<file path="config.mk">
export PLATFORM = sky130hd
export DESIGN_NAME = fifo_word_packer
export DESIGN_NICKNAME = d
export VERILOG_FILES = /design/src/rtl/fifo_word_packer_pkg.sv /design/src/rtl/fifo_word_packer_timer.sv /design/src/rtl/fifo_word_packer.sv
export SDC_FILE = /design/constraint.sdc
export NUM_CORES = 1
export LEC_CHECK = 0
export ABC_CLOCK_PERIOD_IN_PS = 5050
export BUFFER_PORTS_ARGS = -buffer_cell sky130_fd_sc_hd__buf_2
export CAP_MARGIN = 30
export CORE_MARGIN = 2
export CORE_UTILIZATION = 25
export DETAILED_ROUTE_END_ITERATION = 16
export SYNTH_ARGS = -nofsm -noshare
export SYNTH_HDL_FRONTEND = slang
export SYNTH_SLANG_ARGS = --single-unit
export TNS_END_PERCENT = 5
</file>
<file path="constraint.sdc">
create_clock -name clk -period 5.05 [get_ports clk]
set_input_delay 0 -clock clk [delete_from_list [all_inputs] [get_ports clk]]
set_output_delay 0 -clock clk [all_outputs]
set_load 0.02 [all_outputs]
</file>
<file path="src/rtl/fifo_word_packer_pkg.sv">
// Shared types for the fifo word packer: FSM states, lane-count type and keep-mask helper.
package fifo_pack_pkg;
    localparam int MAX_PACK = 16;

    typedef enum logic [1:0] {FILL, DRAIN, EMIT} pack_state_e;

    // Sized for the largest legal PACK so one type serves every instance.
    typedef logic [$clog2(MAX_PACK+1)-1:0] lane_cnt_t;

    function automatic logic [MAX_PACK-1:0] keep_mask(input lane_cnt_t n);
        logic [MAX_PACK:0] w_one;
        logic [MAX_PACK:0] w_mask;
        w_one  = {{MAX_PACK{1'b0}}, 1'b1};
        w_mask = (w_one << n) - w_one;
        return w_mask[MAX_PACK-1:0];
    endfunction
endpackage

</file>
<file path="src/rtl/fifo_word_packer_timer.sv">
// Idle counter for the packer: pulses o_timeout after TIMEOUT_CYC consecutive run cycles.
module fifo_pack_timer #(
    parameter int TIMEOUT_CYC = 64
) (
    input  logic clk,
    input  logic rstn,
    input  logic i_run,
    input  logic i_clear,
    output logic o_timeout
);
    localparam int CW = $clog2(TIMEOUT_CYC + 1);

    logic [CW-1:0] r_idle;

    assign o_timeout = i_run && !i_clear && (r_idle == CW'(TIMEOUT_CYC - 1));

    always_ff @(posedge clk or negedge rstn) begin
        if (!rstn) begin
            r_idle <= '0;
        end else if (i_clear || o_timeout) begin
            r_idle <= '0;
        end else if (i_run) begin
            r_idle <= r_idle + CW'(1);
        end
    end
endmodule

</file>
<file path="src/rtl/fifo_word_packer.sv">
// Packs PACK consecutive FIFO entries into one wide valid/ready word; flush emits partials.
// Build with FIFO_PACK_TIMEOUT_EN defined to add an idle auto-flush after TIMEOUT_CYC cycles.
module fifo_word_packer
    import fifo_pack_pkg::*;
#(
    parameter int fifo_width  = 8,
    parameter int PACK        = 4,
    parameter int TIMEOUT_CYC = 64
) (
    input  logic                       clk,
    input  logic                       rstn,
    input  logic [fifo_width-1:0]      fifo_data_out,
    input  logic                       fifo_empty,
    output logic                       fifo_read,
    input  logic                       flush,
    output logic [fifo_width*PACK-1:0] out_data,
    output logic [PACK-1:0]            out_keep,
    output logic                       out_valid,
    input  logic                       out_ready
);
    localparam int LW = fifo_width * PACK;

    pack_state_e         r_state;
    lane_cnt_t           r_cnt;
    logic                r_pend;
    logic                r_flush_pend;
    logic [LW-1:0]       r_lanes;

    logic [LW-1:0]       w_assembled;
    lane_cnt_t           w_inflight;
    logic [MAX_PACK-1:0] w_keep;
    logic                w_full;
    logic                w_residue;
    logic                w_flush;
    logic                w_timeout;

    // Bytes already landed plus the one in flight must never exceed a word.
    assign w_inflight = r_cnt + lane_cnt_t'(r_pend);
    assign fifo_read  = rstn && (r_state == FILL) && !fifo_empty && !r_flush_pend
                        && (w_inflight < lane_cnt_t'(PACK));

    assign w_full    = r_pend && (r_cnt == lane_cnt_t'(PACK - 1));
    assign w_residue = (r_cnt != '0) || r_pend;
    assign w_keep    = keep_mask(r_cnt);
    assign w_flush   = flush || w_timeout;

    always_comb begin
        w_assembled = r_lanes;
        if (r_pend && (r_cnt < lane_cnt_t'(PACK))) begin
            w_assembled[r_cnt*fifo_width +: fifo_width] = fifo_data_out;
        end
    end

`ifdef FIFO_PACK_TIMEOUT_EN
    logic w_timer_run;
    logic w_timer_clear;

    assign w_timer_run   = (r_state == FILL) && (r_cnt != '0) && !r_pend;
    assign w_timer_clear = r_pend || (r_state != FILL);

    fifo_pack_timer #(
        .TIMEOUT_CYC (TIMEOUT_CYC)
    ) u_timer (
        .clk       (clk),
        .rstn      (rstn),
        .i_run     (w_timer_run),
        .i_clear   (w_timer_clear),
        .o_timeout (w_timeout)
    );
`else
    // Without the idle timer TIMEOUT_CYC has no effect; this stays constant low.
    assign w_timeout = (TIMEOUT_CYC < 0);
`endif

    always_ff @(posedge clk or negedge rstn) begin
        if (!rstn) begin
            r_state      <= FILL;
            r_cnt        <= '0;
            r_pend       <= 1'b0;
            r_flush_pend <= 1'b0;
            r_lanes      <= '0;
            out_data     <= '0;
            out_keep     <= '0;
            out_valid    <= 1'b0;
        end else begin
            r_pend <= fifo_read;
            if (r_pend) begin
                r_lanes <= w_assembled;
                r_cnt   <= r_cnt + lane_cnt_t'(1);
            end
            case (r_state)
                FILL: begin
                    if (w_full) begin
                        out_data  <= w_assembled;
                        out_keep  <= '1;
                        out_valid <= 1'b1;
                        r_cnt     <= '0;
                        r_lanes   <= '0;
                        r_state   <= EMIT;
                    end else if (w_flush && w_residue) begin
                        r_state <= DRAIN;
                    end
                end
                DRAIN: begin
                    // Lanes above r_cnt are already zero, so r_lanes is the padded word.
                    if (!r_pend) begin
                        out_data  <= r_lanes;
                        out_keep  <= w_keep[PACK-1:0];
                        out_valid <= 1'b1;
                        r_cnt     <= '0;
                        r_lanes   <= '0;
                        r_state   <= EMIT;
                    end
                end
                EMIT: begin
                    if (w_flush) begin
                        r_flush_pend <= 1'b1;
                    end
                    if (out_ready) begin
                        out_valid    <= 1'b0;
                        r_flush_pend <= 1'b0;
                        r_state      <= ((r_flush_pend || w_flush) && w_residue) ? DRAIN : FILL;
                    end
                end
                default: r_state <= FILL;
            endcase
        end
    end
endmodule

</file>
==> metrics.md <==
| Metric | Value |
|---|---|
| Run status | `complete, no violations` |
| Core area | `15300 um2` |
| Post-DP HPWL | `6670 um` |
| Switch share | `40.0%` |
| Synth Cell Area | `3930 um2` |
| Final setup fails | `0` |
| Top Ports | `51` |
| Overall Global Routing Usage | `12.1%` |
| Rel. slew slack | `38.0%` |
| Top delay family on crit path | `simple AND/OR/NAND/NOR gates` |
| CTS buffer count | `9` |
| Post-synth EDFFs | `0` |
| Internal | `1.53 mW` |
| Flop pwr share | `36.4%` |
| Setup TNS | `0 ns` |
| Crit path kind | `reg -> reg` |
| Post-synthesis sequential area ratio | `49.6%` |
| Worst VDD drop | `0.244 mV` |
| P&R area growth vs syn | `21.4%` |
| Multi-input logic area | `1820 um2` |
| Slowest CP cell | `nor4bb_1` |
| Fillers | `1575` |
| TritonRoute pass-1 iters | `4` |
| Post-synthesis instance total | `408` |
| Switch Pwr | `1.02 mW` |
| Required time of the critical path | `5.24 ns` |
| Synth Register Bits | `78` |
| Max_cap viols | `0` |
| Initial core utilization | `25.8%` |
| Worst path max stage delay | `0.57 ns` |
| Antenna cells | `0` |
| Total wire length | `9660 um` |
| Vias per std cell | `4.65` |
| Final #Nets | `475` |
| Routability cong. | `0.828` |
| Pwr dens | `536 nW/um2` |
| CTS root buf | `clkbuf_16` |
| Clk buf depth | `2` |
| Period utilization | `68.5%` |
| Post-synth top area cell | `dfrtp_1` |
| Tightest Hold Check Type | `in -> reg` |
| Buffers & Inverters on Critical Path | `2` |
| WP data arrival | `3.64 ns` |
| Critical-path cell list | `inv_1 > ha_1 > nor3b_1 > ha_1 > nor4bb_1 > clkbuf_2 > nand4_1 > mux2i_1 > a21oi_1` |
| Setup repair bufs after CTS | `0` |
| Main flop type after synthesis | `dfrtp_1` |
| Share of the synthesized area in the top cell type | `49.6%` |
| Row cnt | `45` |
| Vias after detailed routing | `3128` |
| Clk_skew | `0.00454 ns` |
| CTS Sinks | `78` |
| Share of cells above drive strength 1 | `17.4%` |
| Syn avg cell area | `9.64 um2` |
| Final Hold Vio Count | `0` |
| Final Util | `31.3%` |
| Combinational power share | `38.7%` |
| Worst Setup SP | `r_cnt[0]` |
| Top post-synthesis cells by area | `dfrtp_1, mux2i_1, a21oi_1` |
| Most common cell in the netlist | `dfrtp_1` |
| Reg-to-Reg Start | `r_cnt[0]` |
| Fin Hold WS | `0.0511 ns` |
| Synth top cells by count | `dfrtp_1, nand2_1, a21oi_1, nor2_1, mux2i_1` |
| Largest net degree at the start of global routing | `79` |
| Hold path cells | `3` |
| Die Ht | `129 um` |
| Vias in the first global route | `3039` |
| CP max FO | `10` |
| Routed Antenna Nets | `0` |
| Tmin final | `3.46 ns` |
| H-tree level count | `3` |
| Startpoint types | `flip-flop` |
| Die X | `129 um` |
| Iteration-0 DRC Markers | `200` |
| IO buf count | `50` |
| Pins Over Slew Limit | `0` |
| R2r endpoint | `out_data[30]` |
| Max frequency | `289 MHz` |
| Initial antenna violation count | `0` |
| Share of flip-flops with an asynchronous set or reset | `100%` |
| Worst Hold End | `r_state[0]` |
| Post-Syn Nets | `427` |
| CTS tree | `done` |
| Worst reg2reg setup slack | `1.59 ns` |
| Most frequent CP cell | `ha_1` |
| WL/cell | `14.4 um` |
| CTS clk-pin slew, worst paths | `0.06 ns` |
| Yosys cell types | `46` |
| Latest clock arrival within the worst-skew pair | `0.33 ns` |
| Pleak | `2.17 nW` |
| First-pass GRT wire length | `16000 um` |
| Worst slew pin tran | `0.926 ns` |
| Hold_sp | `flush` |
| Clock power share | `24.9%` |
| Area of the die | `16700 um2` |
| Seq. cell area | `1950 um2` |
| Ys Warns | `0` |
| CP Capture Type | `flip-flop` |
| Residual DRC | `0` |
| Grt total ovfl | `0` |
| RSZ-0062 raised after global routing | `no` |
| Reg2reg path depth | `9` |
## final cells by class
cell class	instances	share of cell area, %
sequential	78	40.9
multi-input combinational	294	38.0
timing repair buffer	67	8.96
tap	211	5.53
clock buffer	10	4.80
clock inverter	6	1.31
inverter	6	0.472
## layout by cell type (no fill, tap or decap), types with 2 or more instances in the layout
cell / count
xor2_1: 2
and4b_1: 2
ha_1: 6
dfrtp_1: 78
nor3_1: 2
buf_4: 4
o21ai_0: 11
nand2b_1: 9
a21o_1: 2
dlygate4sd3_1: 12
mux2i_1: 34
a31oi_1: 12
nor3_2: 2
clkinvlp_4: 3
nor2b_1: 9
a21oi_1: 47
inv_1: 6
a221o_1: 7
clkbuf_16: 9
nor2_1: 47
clkinv_2: 2
nand4_1: 5
o21a_1: 2
nand2_1: 50
and4_1: 2
nand3_1: 22
buf_2: 49
## registers in the layout, summed over array words and instances (netlist names)
name	flops
out_data	32
r_lanes	32
r_cnt	5
out_keep	4
r_state	2
out_valid	1
r_flush_pend	1
r_pend	1
## worst max path at each step
| stage | endpoint | cells past startpoint | slack, ns |
|---|---|---|---|
| after floorplan | out_data[16] | 10 | 2.32 |
| after global placement | out_data[30] | 8 | 1.55 |
| after detailed placement | out_data[29] | 8 | 1.32 |
| after CTS | out_data[30] | 8 | 1.33 |
| after global routing | out_data[28] | 9 | 1.36 |
| final | out_data[30] | 9 | 1.59 |
## tightest hold or removal path, stage by stage
cell and delay, ns:
buf_2 0.10, o22ai_1 0.08, a21oi_1 0.15
## logic make-up after synthesis
family | after synthesis | share of synthesized area, %
AOI/OAI and AO/OA | 89 | 14.2
buffers and inverters | 36 | 4.17
xor gates and xnor gates | 3 | 0.668
DFF | 78 | 49.6
adders and majority gates | 6 | 1.91
muxes | 34 | 8.66
and+or+nand+nor | 162 | 20.8
## power groups by stage
| stage | Sequential [mW] | Clock (mW) | Combinational, mW |
|---|---|---|---|
| 2_1_floorplan | 1.05 | 0 | 0.570 |
| 3_3_place_gp | 0.935 | 0 | 0.961 |
| 3_5_place_dp | 0.939 | 0 | 0.986 |
| 4_1_cts | 0.930 | 0.648 | 1.00 |
| 5_1_grt | 0.959 | 0.680 | 1.09 |
| 6_report | 0.929 | 0.637 | 0.990 |
## repair_timing
| action | CTS | global route |
|---|---|---|
| hold buffers | 12 | 0 |
| endpoints found under the hold margin | 63 | 0 |
| resized for setup | 0 | 0 |
| setup endpoints to repair | 0 | 0 |
## per-stage QoR
stage | instance area (um2) | std cells | total power, mW | setup slack (ns)
floorplan | 3930 | 408 | 1.62 | 2.32
global placement | 4330 | 642 | 1.90 | 1.55
detailed placement | 4330 | 642 | 1.93 | 1.32
CTS | 4740 | 670 | 2.58 | 1.33
global route | 4770 | 672 | 2.73 | 1.36
finish | 4770 | 672 | 2.56 | 1.59
## metal layers
metal | wire length (um) | global-route usage [%] | up-vias
met5 | 0 | 0 | -
met4 | 76 | 2.81 | 0
met3 | 507 | 3.06 | 9
met2 | 4440 | 18.4 | 78
met1 | 4640 | 17.3 | 1514
li1 | - | - | 1527
Note: power is estimated with default switching activity, not from simulation.
